File: config.mk
export PLATFORM = sky130hd
export DESIGN_NAME = regfile_mp
export DESIGN_NICKNAME = d
export VERILOG_FILES = /design/src/rtl/riscv_rf_pkg.sv /design/src/rtl/rf_scoreboard.sv /design/src/rtl/regfile_mp.sv
export SDC_FILE = /design/constraint.sdc
export NUM_CORES = 2
export LEC_CHECK = 0
export CORE_ASPECT_RATIO = 0.7
export CORE_MARGIN = 1.5
export CORE_UTILIZATION = 57
export CTS_BUF_LIST = sky130_fd_sc_hd__clkbuf_16
export CTS_CLUSTER_DIAMETER = 60
export DETAILED_ROUTE_END_ITERATION = 6
export PLACE_DENSITY = 0.76
export SYNTH_ARGS = -nofsm -noshare
export SYNTH_HDL_FRONTEND = slang
export SYNTH_SLANG_ARGS = --single-unit
File: constraint.sdc
create_clock -name clk -period 2.47 [get_ports clk]
set_input_delay 0.247 -clock clk [delete_from_list [all_inputs] [get_ports clk]]
set_output_delay 0.247 -clock clk [all_outputs]
set_load 0.03 [all_outputs]
File: src/rtl/riscv_rf_pkg.sv
// riscv_rf_pkg: shared register-file constants and types
package riscv_rf_pkg;
    localparam int RF_XLEN  = 32;
    localparam int RF_NREGS = 32;
    localparam int RF_AW    = $clog2(RF_NREGS);
    typedef logic [RF_AW-1:0]   rf_addr_t;
    typedef logic [RF_XLEN-1:0] rf_data_t;
    localparam rf_addr_t ZERO_ADDR = '0;
endpackage

File: src/rtl/rf_scoreboard.sv
// rf_scoreboard: per-register pending-write bits, set on issue, cleared on writeback
module rf_scoreboard
    import riscv_rf_pkg::*;
#(
    parameter int NREGS    = RF_NREGS,
    parameter int NWR      = 1,
    parameter int ZERO_REG = 1,
    localparam int AW      = $clog2(NREGS)
) (
    input  logic              clk,
    input  logic              rst,
    input  logic              iss_en,
    input  logic [AW-1:0]     iss_addr,
    input  logic [NWR-1:0]    wr_en,
    input  logic [NWR*AW-1:0] wr_addr,
    output logic [NREGS-1:0]  busy_vec
);
    localparam logic [NREGS-1:0] ZMASK = (ZERO_REG != 0) ? NREGS'(1) : '0;
    logic [NREGS-1:0] set_v, clr_v;
    // decode the issue destination and every writeback address into one-hot masks
    always_comb begin
        set_v = '0;
        clr_v = '0;
        if (iss_en) set_v[iss_addr] = 1'b1;
        for (int j = 0; j < NWR; j++)
            if (wr_en[j]) clr_v[wr_addr[j*AW +: AW]] = 1'b1;
    end
    // set dominates clear so a newly issued producer is never lost to an older writeback
    always_ff @(posedge clk) begin
        if (rst) busy_vec <= '0;
        else     busy_vec <= ((busy_vec & ~clr_v) | set_v) & ~ZMASK;
    end
endmodule

File: src/rtl/regfile_mp.sv
// regfile_mp: multi-port register file with write bypass and issue scoreboard
module regfile_mp
    import riscv_rf_pkg::*;
#(
    parameter int XLEN     = RF_XLEN,
    parameter int NREGS    = RF_NREGS,
    parameter int NRD      = 2,
    parameter int NWR      = 1,
    parameter int ZERO_REG = 1,
    parameter int BYPASS   = 1,
    localparam int AW      = $clog2(NREGS)
) (
    input  logic                clk,
    input  logic                rst,
    input  logic [NRD*AW-1:0]   rd_addr,
    output logic [NRD*XLEN-1:0] rd_data,
    output logic [NRD-1:0]      rd_busy,
    input  logic [NWR-1:0]      wr_en,
    input  logic [NWR*AW-1:0]   wr_addr,
    input  logic [NWR*XLEN-1:0] wr_data,
    input  logic                iss_en,
    input  logic [AW-1:0]       iss_addr,
    output logic [NREGS-1:0]    busy_vec
);
    logic [XLEN-1:0] mem [NREGS];

    rf_scoreboard #(.NREGS(NREGS), .NWR(NWR), .ZERO_REG(ZERO_REG)) u_sb (
        .clk      (clk),
        .rst      (rst),
        .iss_en   (iss_en),
        .iss_addr (iss_addr),
        .wr_en    (wr_en),
        .wr_addr  (wr_addr),
        .busy_vec (busy_vec)
    );

    // later ports are assigned last, so the highest-index port wins on an address clash
    always_ff @(posedge clk) begin
        if (rst) begin
            for (int r = 0; r < NREGS; r++) mem[r] <= '0;
        end else begin
            for (int j = 0; j < NWR; j++)
                if (wr_en[j] && !(ZERO_REG != 0 && wr_addr[j*AW +: AW] == '0))
                    mem[wr_addr[j*AW +: AW]] <= wr_data[j*XLEN +: XLEN];
        end
    end

    for (genvar i = 0; i < NRD; i++) begin : g_rd
        logic [AW-1:0]   ra;
        logic [XLEN-1:0] val;
        logic            zr;
        assign ra = rd_addr[i*AW +: AW];
        assign zr = (ZERO_REG != 0) && (ra == '0);
        // forward same-cycle write data, scanning upward so the highest matching port wins
        always_comb begin
            val = mem[ra];
            for (int j = 0; j < NWR; j++)
                if (BYPASS != 0 && !rst && wr_en[j] && wr_addr[j*AW +: AW] == ra)
                    val = wr_data[j*XLEN +: XLEN];
        end
        assign rd_data[i*XLEN +: XLEN] = zr ? '0 : val;
        assign rd_busy[i] = zr ? 1'b0 : busy_vec[ra];
    end
endmodule

---- After elaboration in Yosys (flattened, before gate mapping) ----
Memory sizes are Yosys's and may differ from the RTL's.
Index checks and enable logic that the tools add are counted.
word-level totals
  bits in registers ....................... 32
  RAM bits ................................ 1024
  bits of input ports ..................... 56
  word-level logic and storage cells ...... 50
  memories kept ........................... 1
memory list
  memory  words  bits a word  rd ports  clocked after memory_dff  wr ports  line              text
  mem     32     32           2         0                         32        regfile_mp.sv:25  logic [XLEN-1:0] mem [NREGS];
cells by class
  order comparisons ....................... 6
  eq/ne operators ......................... 2
  mux-type cells .......................... 24
  bitwise gates (word level) .............. 3
  reduce and logical (&&, ||, !) cells .... 12
operator list
  cell                  number
  $mux W32              7
  $and A32 B32 Y32      1
  $not A32 Y32          1
  $or A32 B32 Y32       1
  $reduce_or A32 Y1     1
  $lt A5 B6 Y1 const B  4
  $logic_not A5 Y1      3
  $mux W1               12
  $bmux W1 S5           2
  $demux W1 S5          2
  $eq A5 B5 Y1          2
  $ge A5 B1 Y1 const B  2
  $logic_and A1 B1 Y1   6
  $mux W5               1
  $logic_not A1 Y1      2

---- Depth between registers and ports, before layout ----
  depth in word-level cells ............... 8
  depth in mapped cells ................... 9
  depth with buffers taken out ............ 5

---- Modules after synthesis ----
Synthesis repeated with hierarchy kept, for this count alone.
second synthesis, totals
  cell total of the unflattened synthesis .. 3965
  area total of the unflattened synthesis .. 56629.3 um^2
modules (own cells, without submodules)
  module         instances  cells each  area each (um^2)
  regfile_mp     1          3809        55269.3
  rf_scoreboard  1          156         1360.1

---- Least setup slack after synthesis ----
Ideal clock, no wire load.
  path type ............................... in2out
  start ................................... input rd_addr[1]
  end ..................................... output rd_data[28]
  data arrival time ....................... 2.266 ns
  path slack .............................. -0.043 ns
  stages .................................. 8
  path buffers ............................ 3
  cell sequence ........................... buf_2 -> buf_2 -> buf_2 -> and3b_1 -> a221o_1 -> a211oi_1 -> a211oi_1 -> a211oi_1
between the ends
  word-level cells in the longest chain between the ends .. 4
  elaborated cells on any way between the ends .. 6
  classes of those cells .................. eq/ne: 1; mux: 2; reduce/logical: 2; memory: 1
RTL lines
  item                                                                     line              text
  start, declared                                                          regfile_mp.sv:15  input logic [NRD*AW-1:0] rd_addr,
  parallel branches: the longest is 3 deep, another holds $mem_v2 Z32 W32  --
  $mux W32 (*)                                                             regfile_mp.sv:61  assign rd_data[i*XLEN +: XLEN] = zr ? '0 : val;
  end, declared                                                            regfile_mp.sv:16  output logic [NRD*XLEN-1:0] rd_data,
Mark *: on every way between the ends.

==> results.txt <==
Simple-Gate Fraction of Synth Area -> 14.2%
Maximum clock frequency -> 298 MHz
Core Area -> 0.0986 mm2
Multiplexer share of the synthesized area -> 22.4%
IO Pins -> 154
GRT Residual Overflow -> 0
Worst slack at placement -> -1030 ps
Critical Path Source Type -> flop
Synth Register Bits -> 1,055
Post-DRT Antenna Nets -> 0
Final Hold Fails -> 0
Min Hold Slack -> 85.9 ps
XOR/XNOR Fraction of Synth Area -> 0.153%
Placed cell area -> 0.0652 mm2
Worst-Margin Slew -> 952 ps
Status -> finished with violations
Routability Congestion -> 0.942
Post-synth EDFFs -> 1,024
Detailed Place HPWL -> 135,000 um
FILL cells -> 6,040
1st-iter DRT viols -> 7,272
Maxcap violations -> 0
Worst min path class -> primary input to flop
Post-Synth Adder-Cell Area -> 0%
Relative slew margins -> 36.5%
Most common cell after layout, fill and taps aside -> edfxtp_1
Pwr/cell area -> 637 mW/mm2
Unrepaired setup endpoints after global routing -> yes
Fin Clk Skew -> 0 ps
Commonest cells after routing, fill and taps aside -> 1,024 x edfxtp_1, 993 x and2_1, 456 x mux4_2, 446 x buf_4, 192 x buf_12
Critical path class -> flop to output port
CP arrival -> 3110 ps
Static Leak -> 25.6 nW
Number of antenna violations at the first check in global routing -> 8
Layout cells sized above 1 -> 36.3%
Final core occ -> 72.0%
Synth Cell Area -> 0.0571 mm2
TritonRoute pass-1 iters -> 6
PnR worst setup slack -> -883 ps
Final non-filler cell area -> 0.0710 mm2
Vias per cell -> 7.08
VDD IR max -> 0.762 mV
Mapped Avg Cell Area -> 14.5 um2
Async S/R FF share, synth -> 0%
Initial Utilization -> 57.9%
Number of global-route vias before repair -> 40,700
Die X-Extent -> 381 um
Min Tclk post-route -> 3350 ps
Vias -> 41,500
Worst skew pair latency -> 720 ps
Register clock-pin slew on the reported worst setup and hold paths -> 70 ps
Pins Over Slew Limit -> 0
CP max FO -> 2
Rows -> 96
Die Ht -> 268 um
Register area share after synthesis -> 55.0%
Req. time, crit path -> 2220 ps
Final setup fails -> 66
Largest family of logic cells by synthesized area -> multiplexers
Syn. warnings -> 0
Port-buffer cells -> 152
Mean routed wirelength per cell -> 35.6 um
Count of unique library cells instantiated by Yosys -> 62
Max clock buf depth -> 3
Final nets -> 4,501
Clock Root Buffer -> clkbuf_16
Main synth FF type -> edfxtp_1
GRT Resource Usage Total -> 40.6%
# DRC -> 0
CTS tree -> done
First-pass GRT wire length -> 292,000 um
Synth Area in Compound Gates -> 4.61%
WL final -> 209,000 um
Failing checks -> negative setup slack
Layout Area Growth over Synthesis -> 24.4%
Largest net degree at the start of global routing -> 56
Final period util -> 136%
Syn Inst Count -> 3,937
H-tree depth -> 3
Crit end category -> output port
Die area -> 0.102 mm2
Sink Count -> 1,055
CTS Buf Count -> 100
## critical path, cell delays in order (launching register included)
cell and delay (ps):
edfxtp_1 410, mux4_2 490, mux4_2 540, o211ai_1 530, nand2_1 200, buf_12 190
## per-layer routing
layer  track usage, %  share of wire, %  up-vias
li1                 -                 -    16100
met3             17.1                18      787
met4             20.7               6.1       12
met1             54.0                33    20500
met5            0.509              0.18        -
met2             57.5                42     4095
## worst paths after layout
| path | startpoint | end | slack (ps) | depth (start not counted) |
|---|---|---|---|---|
| worst min register to register | u_sb.busy_vec[14]$_SDFF_PP0_ | u_sb.busy_vec[14]$_SDFF_PP0_ | 600 | 3 |
| worst max register to register | u_sb.busy_vec[15]$_SDFF_PP0_ | u_sb.busy_vec[15]$_SDFF_PP0_ | 1470 | 5 |
| worst min-delay path | wr_addr[2] | u_sb.busy_vec[28]$_SDFF_PP0_ | 90 | 5 |
| worst max-delay path | mem[19][16]$_SDFFCE_PN0P_ | rd_data[48] | -880 | 5 |
## layout make-up
class	count	area, um2	area share (%)
Clock buffer	102	2550	3.60
Tap cell	1323	1660	2.33
Inverter	11	41.3	0.0582
Sequential cell	1055	31400	44.2
Antenna cell	12	30.0	0.0423
Clock inverter	81	771	1.09
Multi-Input combinational cell	2488	25500	35.9
Timing Repair Buffer	789	9040	12.7
## sequential cells by signal (all words and copies together), names as in the netlist
| name | flops |
|---|---|
| u_sb.busy_vec | 31 |
| mem | 1024 |
## where the power goes
part	leakage [nW]	switching, W	internal (W)
sequential	10.0	0.000522	0.0206
combinational	13.9	0.00431	0.00370
clock	1.66	0.00717	0.00897
total	25.6	0.0120	0.0332
## Yosys cell counts (11+ instances only)
library cell / n / area share [%]
a221oi_1: 42 / 0.64
a22o_1: 24 / 0.37
clkbuf_2: 12 / 0.11
mux2i_1: 191 / 3.4
clkbuf_1: 259 / 1.7
and2_1: 994 / 11
buf_1: 19 / 0.12
nor2b_1: 26 / 0.29
nor2_1: 109 / 0.72
a211oi_1: 11 / 0.14
edfxtp_1: 1024 / 54
o21ai_0: 58 / 0.51
mux4_2: 456 / 18
buf_2: 69 / 0.61
o22ai_1: 91 / 1.0
a22oi_1: 17 / 0.22
o211ai_1: 31 / 0.41
nand3_1: 12 / 0.11
a221o_1: 29 / 0.51
or2_2: 30 / 0.33
nand2_1: 88 / 0.58
nor4_1: 12 / 0.13
buf_4: 15 / 0.20
mux2_2: 51 / 1.0
dfxtp_1: 31 / 1.1
nor3_1: 56 / 0.49
nand3b_1: 12 / 0.16
buf_6: 32 / 0.63
a21oi_1: 24 / 0.21
## stage by stage
stage / setup TNS (ps) / total power (W) / std cells
floorplan: 0 / 0.0249 / 3969
global placement: -123030 / 0.0283 / 5618
detailed placement: -113200 / 0.0285 / 5619
CTS: -26500 / 0.0447 / 5817
global route: -30540 / 0.0461 / 5855
finish: -28200 / 0.0452 / 5861
## cells by family (layout without fill, tap and decap cells)
group,Yosys count,count (layout)
XOR/XNOR,10,10
flip-flops,1055,1055
buffers and inverters,426,983
AND/OR/NAND/NOR,1380,1380
other,1,45
multiplexers,698,698
AO/OA/AOI/OAI,367,367
## what timing repair did
item,in CTS,in global routing
gates resized for setup,288,93
buffers inserted,26,33
endpoints found under the hold margin,0,0
pin swaps,93,53
cloned,5,4
hold buffers,0,0
setup endpoints to repair,66,66
(Power assumes the default switching activity.)
